===== src/rtl/sram_arb.sv =====
// -----------------------------------------------------------------------------
// sram_arb
//
// Two-port round-robin arbiter and sequencer in front of the external 16-bit
// SRAM controller. It picks one requester and latches that request's attributes
// onto the controller interface. It then pulses m_en_o for one cycle and waits
// for the controller to become ready again. On a read it captures the returned
// word into the winner's rdata register, and it acknowledges the winner with a
// one-cycle ack. A BUSY-cycle watchdog aborts transactions that never complete
// and sets a sticky error flag. An aborted transaction is still acknowledged.
//
// Ports
//   clk_i, rst_ni              clock, asynchronous active-low reset
//   pN_stb_i                   request, held until pN_ack_o
//   pN_we_i, pN_be_i           write enable, byte access
//   pN_addr_i [18:0]           SRAM address
//   pN_wdata_i [31:0]          write data
//   pN_rdata_o [31:0]          read data, valid from ack until next own ack
//   pN_ack_o                   one-cycle completion pulse
//   m_en_o                     controller start pulse (one cycle)
//   m_we_o, m_be_o, m_addr_o,
//   m_wdata_o                  latched attributes of the granted request
//   m_rdata_i [31:0]           controller read data
//   m_rdy_i                    controller idle/ready
//   err_o                      sticky timeout flag, cleared only by reset
// -----------------------------------------------------------------------------
module sram_arb #(
   parameter int unsigned TIMEOUT = 255
) (
   input  logic        clk_i,
   input  logic        rst_ni,
   input  logic        p0_stb_i,
   input  logic        p0_we_i,
   input  logic        p0_be_i,
   input  logic [18:0] p0_addr_i,
   input  logic [31:0] p0_wdata_i,
   output logic [31:0] p0_rdata_o,
   output logic        p0_ack_o,
   input  logic        p1_stb_i,
   input  logic        p1_we_i,
   input  logic        p1_be_i,
   input  logic [18:0] p1_addr_i,
   input  logic [31:0] p1_wdata_i,
   output logic [31:0] p1_rdata_o,
   output logic        p1_ack_o,
   output logic        m_en_o,
   output logic        m_we_o,
   output logic        m_be_o,
   output logic [18:0] m_addr_o,
   output logic [31:0] m_wdata_o,
   input  logic [31:0] m_rdata_i,
   input  logic        m_rdy_i,
   output logic        err_o
);

   typedef enum logic [1:0] {
      IDLE,
      ISSUE,
      BUSY,
      DONE
   } state_e;

   localparam logic [7:0] TimeoutCnt = 8'(TIMEOUT);

   state_e      state_q, state_d;
   logic        gnt_q, gnt_d;     // port of the transaction in flight
   logic        last_q, last_d;   // port granted most recently
   logic [7:0]  cnt_q, cnt_d;     // BUSY cycles elapsed
   logic        m_we_q, m_we_d;
   logic        m_be_q, m_be_d;
   logic [18:0] m_addr_q, m_addr_d;
   logic [31:0] m_wdata_q, m_wdata_d;
   logic [31:0] rdata0_q, rdata0_d;
   logic [31:0] rdata1_q, rdata1_d;
   logic        err_q, err_d;
   logic        win;

   // Winner index: p1 wins when it is the sole requester, or on a tie when p0
   // was served last. Otherwise p0 wins.
   assign win = p1_stb_i & (~p0_stb_i | ~last_q);

   always_comb begin
      // NOTE: every variable gets its hold value first, so branches that do
      // not assign it cannot infer a latch.
      state_d   = state_q;
      gnt_d     = gnt_q;
      last_d    = last_q;
      cnt_d     = cnt_q;
      m_we_d    = m_we_q;
      m_be_d    = m_be_q;
      m_addr_d  = m_addr_q;
      m_wdata_d = m_wdata_q;
      rdata0_d  = rdata0_q;
      rdata1_d  = rdata1_q;
      err_d     = err_q;

      case (state_q)
         IDLE: begin
            if (m_rdy_i && (p0_stb_i || p1_stb_i)) begin
               gnt_d     = win;
               last_d    = win;
               m_we_d    = win ? p1_we_i    : p0_we_i;
               m_be_d    = win ? p1_be_i    : p0_be_i;
               m_addr_d  = win ? p1_addr_i  : p0_addr_i;
               m_wdata_d = win ? p1_wdata_i : p0_wdata_i;
               state_d   = ISSUE;
            end
         end

         ISSUE: begin
            cnt_d   = 8'd0;
            state_d = BUSY;
         end

         BUSY: begin
            cnt_d = cnt_q + 8'd1;
            // cnt_q == 0 marks the first BUSY cycle. The controller may still
            // show stale ready in that cycle, so m_rdy_i is ignored there.
            if ((cnt_q != 8'd0) && m_rdy_i) begin
               if (!m_we_q) begin
                  if (gnt_q) rdata1_d = m_rdata_i;
                  else       rdata0_d = m_rdata_i;
               end
               state_d = DONE;
            end else if (cnt_d == TimeoutCnt) begin
               err_d   = 1'b1;
               state_d = DONE;
            end
         end

         DONE: begin
            state_d = IDLE;
         end

         default: begin
            state_d = IDLE;
         end
      endcase
   end

   // NOTE: sequential state uses non-blocking assignments only, so every
   // register samples its pre-edge value regardless of statement order.
   always_ff @(posedge clk_i or negedge rst_ni) begin
      if (!rst_ni) begin
         state_q   <= IDLE;
         gnt_q     <= 1'b0;
         last_q    <= 1'b1;   // p0 wins the first tie
         cnt_q     <= 8'd0;
         m_we_q    <= 1'b0;
         m_be_q    <= 1'b0;
         m_addr_q  <= 19'd0;
         m_wdata_q <= 32'd0;
         rdata0_q  <= 32'd0;
         rdata1_q  <= 32'd0;
         err_q     <= 1'b0;
      end else begin
         state_q   <= state_d;
         gnt_q     <= gnt_d;
         last_q    <= last_d;
         cnt_q     <= cnt_d;
         m_we_q    <= m_we_d;
         m_be_q    <= m_be_d;
         m_addr_q  <= m_addr_d;
         m_wdata_q <= m_wdata_d;
         rdata0_q  <= rdata0_d;
         rdata1_q  <= rdata1_d;
         err_q     <= err_d;
      end
   end

   // Strobes decode directly from the state register, so they are
   // glitch-free and go low immediately on reset.
   assign m_en_o     = (state_q == ISSUE);
   assign p0_ack_o   = (state_q == DONE) & ~gnt_q;
   assign p1_ack_o   = (state_q == DONE) &  gnt_q;
   assign m_we_o     = m_we_q;
   assign m_be_o     = m_be_q;
   assign m_addr_o   = m_addr_q;
   assign m_wdata_o  = m_wdata_q;
   assign p0_rdata_o = rdata0_q;
   assign p1_rdata_o = rdata1_q;
   assign err_o      = err_q;

endmodule


===== config.mk =====
export PLATFORM = sky130hd
export DESIGN_NAME = sram_arb
export DESIGN_NICKNAME = d
export VERILOG_FILES = /design/src/rtl/sram_arb.sv
export SDC_FILE = /design/constraint.sdc
export NUM_CORES = 1
export LEC_CHECK = 0
export BUFFER_PORTS_ARGS = -buffer_cell sky130_fd_sc_hd__buf_2
export CAP_MARGIN = 20
export CORE_AREA = 5 5 116 118
export CTS_CLUSTER_SIZE = 28
export DETAILED_ROUTE_END_ITERATION = 7
export DIE_AREA = 0 0 121 123
export PLACE_DENSITY = 0.77
export SLEW_MARGIN = 15
export SYNTH_ARGS = -nofsm -noshare
export SYNTH_HDL_FRONTEND = slang
export SYNTH_SLANG_ARGS = --single-unit

===== constraint.sdc =====
create_clock -name clk_i -period 2.51 [get_ports clk_i]
set_input_delay 0.3765 -clock clk_i [delete_from_list [all_inputs] [get_ports clk_i]]
set_output_delay 0.3765 -clock clk_i [all_outputs]
set_load 0.1 [all_outputs]

---- Yosys cells after proc, flatten, opt, wreduce, memory -nomap -nowiden ----
Index checks and enable logic that the tools add are counted.
operators by class
  reduce and logical (&&, ||, !) cells .... 11
  eq/ne operators ......................... 6
  $add $sub $neg .......................... 1
  bitwise logic cells ..................... 9
  multiplexer cells ....................... 9
operator list
  operator                                                          number
  32-bit 2-to-1 mux                                                 1
  19-bit 2-to-1 mux                                                 1
  8-bit one-hot mux with 2 select lines                             1
  8-bit by 1-bit adder with 8-bit output (second input constant)    1
  8-bit == test (second input constant)                             1
  2-bit one-hot mux with 4 select lines                             1
  4-bit AND reduction                                               2
  8-bit nonzero test                                                1
  2-bit 2-to-1 mux                                                  3
  1-bit inverter                                                    5
  2-bit == test (second input constant)                             2
  2-bit AND reduction                                               2
  1-bit AND                                                         3
  3-bit inequality test (second input constant)                     1
  3-bit AND reduction                                               1
  2-bit by 1-bit == test with 1-bit output (second input constant)  1
  1-bit logical AND                                                 2
  2-bit zero test                                                   1
  1-bit 2-to-1 mux                                                  2
  2-bit inequality test (second input constant)                     1
  2-bit nonzero test                                                1
  1-bit logical OR                                                  1
  1-bit bitwise OR                                                  1
word-level totals
  input bits .............................. 143
  logic and storage cells ................. 47
  output and inout port bits .............. 121
  register bits ........................... 130

---- Logic depth before layout (Yosys ltp) ----
Gate-level depths: netlist of the first run.
  depth after elaboration ................. 5
  depth in mapped cells ................... 8
  depth with buffers taken out ............ 7

---- Least setup slack after synthesis of the first run ----
Ideal clock, no wire load.
  kind .................................... register -> register
  start ................................... reg cnt_q[0]
  end ..................................... reg rdata1_q[10], in the netlist p1_rdata_o[10]
  clock period less this slack ............ 2.287 ns
  stages on the path, launching flop included .. 9
  required time ........................... 2.382 ns
  data arrival time ....................... 2.158 ns
  library setup time ...................... 0.128 ns
  slack ................................... 0.223 ns
  buffers on the path ..................... 2
  path through ............................ dfrtp_1 inv_1 ha_1 or4b_4 o41ai_4 or4b_1 buf_4 buf_6 mux2_1
on the way
  longest elaborated chain between the ends .. 3
ends and longest elaborated chain
  item                           RTL line  source
  from (decl)                    68        logic [7:0] cnt_q, cnt_d;
  from (signal assigned)         160       cnt_q <= cnt_d;
  8-bit nonzero test             119       if ((cnt_q != 8'd0) && m_rdy_i) begin
  1-bit logical AND              119
  4-bit AND reduction (no line)  n/a
  to (signal assigned)           166       rdata1_q <= rdata1_d;
  to (decl)                      74        logic [31:0] rdata1_q, rdata1_d;
Every way passes these cells.
A chain may end at the register's enable or synchronous reset.

---- Worst setup path after layout of the first run ----
  start ................................... reg cnt_q[0]
  end ..................................... reg state_q[1]
on the way
  longest elaborated chain between the ends .. 4
  elaborated cells between the ends (all ways) .. 8
  classes of those cells .................. add/sub: 1; eq/ne: 2; mux: 2; reduce/logical: 3
ends and longest elaborated chain
  item                                                                                    RTL line  source
  8-bit by 1-bit adder with 8-bit output or 8-bit nonzero test (tied branches)            116, 119
  8-bit == test or 1-bit logical AND (tied branches)                                      125, 119
  3-bit inequality test (no line) or 2-bit 2-to-1 mux (tied branches)                     n/a
  2-bit AND reduction (no line) or 2-bit one-hot mux with 4 select lines (tied branches)  n/a
  to (signal assigned)                                                                    157       state_q <= state_d;
  to (decl)                                                                               65        state_e state_q, state_d;
Parallel ways exist; a longest one is shown, timed or not.

==> results.tsv, run 1 <==
metric	value	unit
run status	complete, no violations	
largest family of logic cells by synthesized area	multiplexers	
total buffers and inverters traversed by the critical path	2	
Post-Syn Area	5680	µm²
antenna violations before repair	1	
row count	41	
H-Tree Depth	4	
IO Count	264	
Slew HR	66.3	%
simple-gate portion of the synthesized area	6.71	%
Synthesis Warnings	0	
final wirelength	14.8	mm
clk_lat worst skew	0.41	ns
CP Launch Point	cnt_q[0]	
fin crit period	2.39	ns
final hold slack	0.193	ns
final core occ	63.9	%
Synth cell types	40	
vias in the first global route	4824	
most common library cell in the layout ignoring fill and taps	buf_2	
synthesis-to-layout area growth	39.1	%
Die Height	123	µm
post-route setup TNS	0	ns
routability cong.	0.821	
XOR/XNOR Fraction of Synth Area	0	%
# diodes	0	
Final Hold Vio Count	0	
share of cells above drive strength 1	46.8	%
Critical-path top delay cell	or4b_4	
register bit total from synthesis	130	
global-route wire length before repair	23.5	mm
largest net degree at the start of global routing	109	
Setup-failing EPs final	0	
Reg2Reg Launch Point	cnt_q[0]	
Nets	880	
Hold Crit Class	input port to register	
measured slew at the worst slew-check pin	0.509	ns
Worst Path Required	2.80	ns
CTS buffer count	17	
# fillers	949	
part of the cycle the worst path needs	95.2	%
Mapped Nets	613	
crit path DAT	2.68	ns
most frequent cells in the layout	buf_2 (262), dfrtp_1 (129), nand2_1 (64)	
TritonCTS Sinks	130	
via count	4547	
gr usage total	20.1	%
compound-cell area share of the yosys netlist	8.36	%
syn avg cell area	12.3	µm²
Worst-path clk slew	0.06	ns
Starting Density	46.0	%
post-DP HPWL	11.2	mm
crit-path max FO	7	
CTS Root Cell	clkbuf_16	
Max-Cap Viols	0	
sequential-to-total area share from yosys stat	57.3	%
top cells by area, synth	dfrtp_1 (57%), mux2i_1 (9.7%), mux2_2 (7.1%)	
number of port buffers	263	
placed cell count	881	
slowest stage delay, CP	0.46	ns
WL per Instance	16.2	µm
clock skew	0.00693	ns
Worst Setup Start Kind	register	
RSZ-0062 raised after global routing	no	
post-synthesis adder-cell area fraction	1.76	%
full die area	14900	µm²
crit end category	register	
Die Wd	121	µm
Setup CP Type	register to register	
Yosys top cell by area	dfrtp_1	
First-pass DRT Iterations	4	
fin cells	914	
post-synth top area share	56.8	%
grt ovf	0	
fin. max-slew vios	0	
Final ANT Viol Nets	0	
Remaining DRCs	0	
Starting DRT DRC Count	217	
FMAX	0.418	GHz
multiplexer area fraction after synthesis	23.0	%
CP Cell Sequence	inv_1 -> ha_1 -> or4b_4 -> o41ai_4 -> buf_4 -> nand2_1 -> o211ai_1 -> mux2_2	
detailed-route vias per instance	4.97	
hold_sp	m_rdata_i[7]	
CTS max path bufs	2	
CP delay by family, top	simple AND/OR/NAND/NOR gates	
Placeable Area	12400	µm²
Syn Inst Count	462	
CTS tree	yes	
## synth_stat cells
cell         n
buf_2        5
nor2b_1      3
nor4_2       1
o211ai_1     3
a21oi_1      3
buf_4        1
o21ai_0     61
o41ai_1      1
mux2_2      36
or4b_4       1
mux2_1      31
nor3b_1      1
buf_1        6
nand3_1      6
buf_6        3
ha_1         8
or4_1        1
o22ai_1      2
a22oi_1      1
a22o_1       1
clkbuf_1    12
dfrtp_1    129
or4b_1       1
nor2_1       2
a21boi_0     2
nand4_1      1
o31ai_1      1
and3_1       1
and2_1       1
a211oi_1     1
nand2b_1     1
inv_1        9
dfstp_2      1
mux2i_1     55
nand2_1     64
o41ai_4      1
o32a_1       1
and3b_1      1
a41o_1       1
o2111ai_1    2
## repair_timing
| item | 4_1_cts | 5_1_grt |
|---|---|---|
| endpoints found under the hold margin | 28 | 0 |
| buffers inserted | 0 | 0 |
| resized for setup | 0 | 0 |
| hold buffers | 1 | 0 |
## sequential cells by signal, summed over array words and instances (netlist names)
register	count
m_be_o	1
p1_rdata_o	32
gnt_q	1
m_wdata_o	32
state_q	2
err_o	1
m_addr_o	19
cnt_q	8
last_q	1
m_we_o	1
p0_rdata_o	32
## worst register-to-register path: stages (launching register included)
cell,delay (ns)
dfrtp_1,0.44
inv_1,0.14
ha_1,0.15
or4b_4,0.46
o41ai_4,0.23
buf_4,0.19
nand2_1,0.06
o211ai_1,0.24
mux2_2,0.37
## stage by stage
| stage | cell area (µm²) | setup WS [ns] |
|---|---|---|
| floorplan | 5680 | 0.223 |
| global placement | 7250 | 0.204 |
| detailed placement | 7250 | 0.138 |
| CTS | 7910 | 0.121 |
| global route | 7910 | 0.0317 |
| finish | 7910 | 0.120 |
## kinds of logic (layout without fill, tap and decap cells)
family / count (synthesis) / after routing
adder cells (fa/ha/maj): 8 / 8
flip-flops: 130 / 130
multiplexers: 122 / 122
buffers and inverters: 36 / 316
AND/OR/NAND/NOR: 85 / 85
AO/OA/AOI/OAI: 81 / 81
## final cells by class
cell class	instances	area, µm²	share of cell area [%]
Clock buffer	20	467	5.90
Multi-Input combinational cell	296	2280	28.9
Clock inverter	12	179	2.26
Inverter	9	33.8	0.427
Tap cell	172	215	2.72
Timing Repair Buffer	275	1470	18.6
Sequential cell	130	3250	41.2
## routing by layer
layer,vias to the layer above,share of wire (%),global-route usage [%]
met5,-,0.088,0
met4,2,1.8,7.44
met3,24,9.1,7.59
met2,198,49,33.7
met1,2158,40,23.7
li1,2165,-,-
## worst paths after layout
path	to	slack, ns	cells after the start
max	state_q[1]	0.12	8
min	p1_rdata_o[7]	0.19	2
max reg2reg	state_q[1]	0.12	8
min reg2reg	m_addr_o[6]	0.47	2
max in group asynchronous	m_wdata_o[26]	1.29	3
min in group asynchronous	cnt_q[6]	0.49	2
Power of run 1 is left out: the tool's default activity adds up to more than one toggle a clock period on the data nets, which glitch-free logic cannot reach.
==> run 2: changes to the inputs <==
==> constraint.sdc (replaced) <==
create_clock -name clk_i -period 2.7 [get_ports clk_i]
set_input_delay 0.405 -clock clk_i [delete_from_list [all_inputs] [get_ports clk_i]]
set_output_delay 0.405 -clock clk_i [all_outputs]
set_load 0.1 [all_outputs]
==> results.tsv, run 2 (same netlist as run 1, synthesis figures left out) <==
metric	value	unit
routability cong.	0.834	
gr usage total	19.9	%
crit-path max FO	32	
synthesis-to-layout area growth	37.5	%
Worst Path Required	2.98	ns
CTS Root Cell	clkbuf_16	
detailed-route vias per instance	5.00	
antenna violations before repair	0	
post-CTS sizing	0	
final hold slack	-0.00499	ns
global-route wire length before repair	23.2	mm
M3 GR Usage	6.77	%
row count	41	
part of the cycle the worst path needs	89.5	%
Final ANT Viol Nets	0	
clock skew	0.00892	ns
FMAX	0.414	GHz
run status	finished with violations	
grt ovf	0	
First-pass DRT Iterations	4	
Placeable Area	12400	µm²
Worst-path clk slew	0.06	ns
Starting Density	46.0	%
final wirelength	15.0	mm
R2R Setup Slk	0.28	ns
CTS Hold Bufs	0	
violated checks	negative hold slack	
post-DP HPWL	11.4	mm
Worst Setup Start Kind	register	
fin crit period	2.42	ns
Hold Crit Class	input port to async pin	
TritonCTS Sinks	130	
RSZ-0062 raised after global routing	no	
met2 GRT Util	34.3	%
# Post-CTS Setup Buffers	0	
post-route setup TNS	0	ns
Starting DRT DRC Count	194	
clk_lat worst skew	0.41	ns
GRT met1 Usage	22.9	%
WL per Instance	16.4	µm
CTS tree	yes	
fin. max-slew vios	0	
Setup-failing EPs final	0	
Reg2Reg Launch Point	cnt_q[0]	
reg-to-reg endpoint	p0_rdata_o[4]	
measured slew at the worst slew-check pin	0.571	ns
Nets	876	
Top Usage Layer GRT	met2	
largest net degree at the start of global routing	108	
number of port buffers	263	
Die Height	123	µm
Max-Cap Viols	0	
most frequent cells in the layout	buf_2 (262), dfrtp_1 (129), nand2_1 (64)	
crit end category	register	
crit path DAT	2.70	ns
most common library cell in the layout ignoring fill and taps	buf_2	
share of cells above drive strength 1	46.5	%
CTS buffer count	17	
vias in the first global route	4779	
CTS max path bufs	2	
Die Wd	121	µm
H-Tree Depth	4	
# diodes	0	
Setup CP Type	register to register	
worst-case reg-to-reg path depth	8	
full die area	14900	µm²
via count	4546	
Remaining DRCs	0	
Final Hold Vio Count	5	
Slew HR	61.9	%
IO Count	264	
## run 2: worst max-delay path by stage
stage | start | endpoint | slack, ns | cells past startpoint
floorplan | cnt_q[0] | p1_rdata_o[10] | 0.41 | 8
global placement | cnt_q[0] | p0_rdata_o[4] | 0.38 | 8
detailed placement | cnt_q[0] | p0_rdata_o[4] | 0.29 | 8
CTS | cnt_q[0] | p0_rdata_o[4] | 0.28 | 8
global route | cnt_q[0] | p0_rdata_o[4] | 0.18 | 8
finish | cnt_q[0] | p0_rdata_o[4] | 0.28 | 8
## run 2: per-stage QoR
stage | util (%) | cells | worst slack (ns) | hold WS, ns | area [µm²]
floorplan | - | 462 | 0.413 | 0.109 | 5680
global placement | 58.4 | 878 | 0.382 | 0.441 | 7210
detailed placement | 58.4 | 878 | 0.287 | 0.440 | 7210
CTS | 63.2 | 909 | 0.277 | 0.00283 | 7810
global route | 63.2 | 909 | 0.184 | 0.0335 | 7810
finish | 63.2 | 909 | 0.282 | -0.00499 | 7810
## run 2: per-layer routing
| metal | wire, µm | part of all wire [%] |
|---|---|---|
| met1 | 5820 | 39 |
| met2 | 7470 | 50 |
| met3 | 1320 | 8.8 |
| met4 | 342 | 2.3 |
| met5 | 0 | 0 |
## run 2: final cells by class
cell class,count,area (µm²)
repair buffers,271,1430
well taps,172,215
fillers,969,4550
flip-flops and latches,130,3250
clock inverters,13,160
clock buffers,18,439
multi-input cells,296,2280
inverters,9,33.8
## run 2: critical path, stage by stage, from the launching register on
cell     delay [ns]
dfrtp_1        0.44
inv_1          0.15
ha_1           0.15
or4b_4         0.46
o41ai_4        0.23
buf_4          0.19
nor4_4         0.04
buf_4          0.26
mux2_1         0.37
Power of run 2 is left out for the same reason.
==> run 3: changes to the inputs <==
--- a/config.mk
+++ b/config.mk
@@ -12,6 +12,7 @@
 export DETAILED_ROUTE_END_ITERATION = 7
 export DIE_AREA = 0 0 121 123
 export PLACE_DENSITY = 0.77
+export RECOVER_POWER = 25
 export SLEW_MARGIN = 15
 export SYNTH_ARGS = -nofsm -noshare
 export SYNTH_HDL_FRONTEND = slang
==> results.tsv, run 3 (same netlist as run 1, synthesis figures left out) <==
metric	value	unit
run status	finished with violations	
violated checks	max-capacitance violations, max-slew violations	
crit end category	register	
Hold Crit Class	input port to register	
crit path DAT	2.70	ns
CTS tree	yes	
Max-Cap Viols	1	
routability cong.	0.834	
Final Hold Vio Count	0	
most common library cell in the layout ignoring fill and taps	buf_2	
fin. max-slew vios	44	
clock skew	0.00892	ns
# Post-CTS Setup Buffers	0	
Setup-failing EPs final	0	
Setup CP Type	register to register	
CTS buffer count	17	
final wirelength	14.9	mm
grt ovf	0	
part of the cycle the worst path needs	89.5	%
global-route wire length before repair	23.2	mm
post-DP HPWL	11.4	mm
row count	41	
TritonCTS Sinks	130	
CTS Root Cell	clkbuf_16	
clk_lat worst skew	0.41	ns
FMAX	0.414	GHz
H-Tree Depth	4	
post-route setup TNS	0	ns
fin crit period	2.42	ns
Worst Setup Start Kind	register	
measured slew at the worst slew-check pin	2.40	ns
CTS Hold Bufs	0	
via count	4546	
Place WS	0.287	ns
vias in the first global route	4779	
full die area	14900	µm²
fin cells	909	
IO Count	264	
# diodes	0	
Worst Path Required	2.98	ns
Final ANT Viol Nets	0	
post-CTS sizing	0	
detailed-route vias per instance	5.00	
R2R Setup Slk	0.28	ns
synthesis-to-layout area growth	37.4	%
antenna violations before repair	0	
Starting Density	46.0	%
most frequent cells in the layout	buf_2 (262), dfrtp_1 (129), nand2_1 (64)	
Die Height	123	µm
worst setup margin	0.282	ns
RSZ-0062 raised after global routing	no	
Placeable Area	12400	µm²
design area	7810	µm²
Slew HR	-60.1	%
First-pass DRT Iterations	4	
Starting DRT DRC Count	194	
share of cells above drive strength 1	46.4	%
number of port buffers	263	
largest net degree at the start of global routing	108	
placed cell count	878	
Nets	876	
WL per Instance	16.4	µm
Remaining DRCs	0	
DP Area	7210	µm²
Worst-path clk slew	0.05	ns
gr usage total	19.9	%
crit-path max FO	32	
Die Wd	121	µm
CTS max path bufs	2	
[run 3: cell types whose count changed in the layout (fill, tap and decap cells not counted), sizes merged]
cell,previous run,this run
buf,271,270
clkbuf,18,19
[run 3: cell type report]
type | count | area, µm²
Fill cell | 971 | 4550
Timing Repair Buffer | 271 | 1430
Sequential cell | 130 | 3250
Multi-Input combinational cell | 296 | 2280
Tap cell | 172 | 215
Inverter | 9 | 33.8
Clock buffer | 18 | 439
Clock inverter | 13 | 160
[run 3: routing by layer]
layer / global-route usage [%] / up-vias / part of all wire [%]
li1: - / 2159 / -
met1: 22.9 / 2151 / 39
met2: 34.3 / 208 / 50
met3: 6.77 / 28 / 8.8
met4: 7.86 / 0 / 2.3
met5: 0 / - / 0
[run 3: worst max-delay path: stages, from the launching register on]
cell	delay [ns]
dfrtp_1	0.44
inv_1	0.15
ha_1	0.15
or4b_4	0.46
o41ai_4	0.23
buf_4	0.19
nor4_4	0.04
buf_4	0.26
mux2_1	0.37
[run 3: final timing paths]
kind,startpoint,endpoint,cells after the start
worst max-delay path,cnt_q[0],p0_rdata_o[4],8
worst min-delay path,m_rdata_i[7],p1_rdata_o[7],2
worst max register to register,cnt_q[0],p0_rdata_o[4],8
worst min register to register,m_wdata_o[20],m_wdata_o[20],2
max in group asynchronous,rst_ni,m_wdata_o[28],1
min in group asynchronous,rst_ni,cnt_q[6],1
[run 3: stage by stage]
| step | utilization, % | hold slack [ns] |
|---|---|---|
| 2_1_floorplan | - | 0.109 |
| 3_3_place_gp | 58.4 | 0.441 |
| 3_5_place_dp | 58.4 | 0.440 |
| 4_1_cts | 63.2 | 0.00283 |
| 5_1_grt | 63.2 | 0.211 |
| 6_report | 63.2 | 0.222 |
Power of run 3 is left out for the same reason.
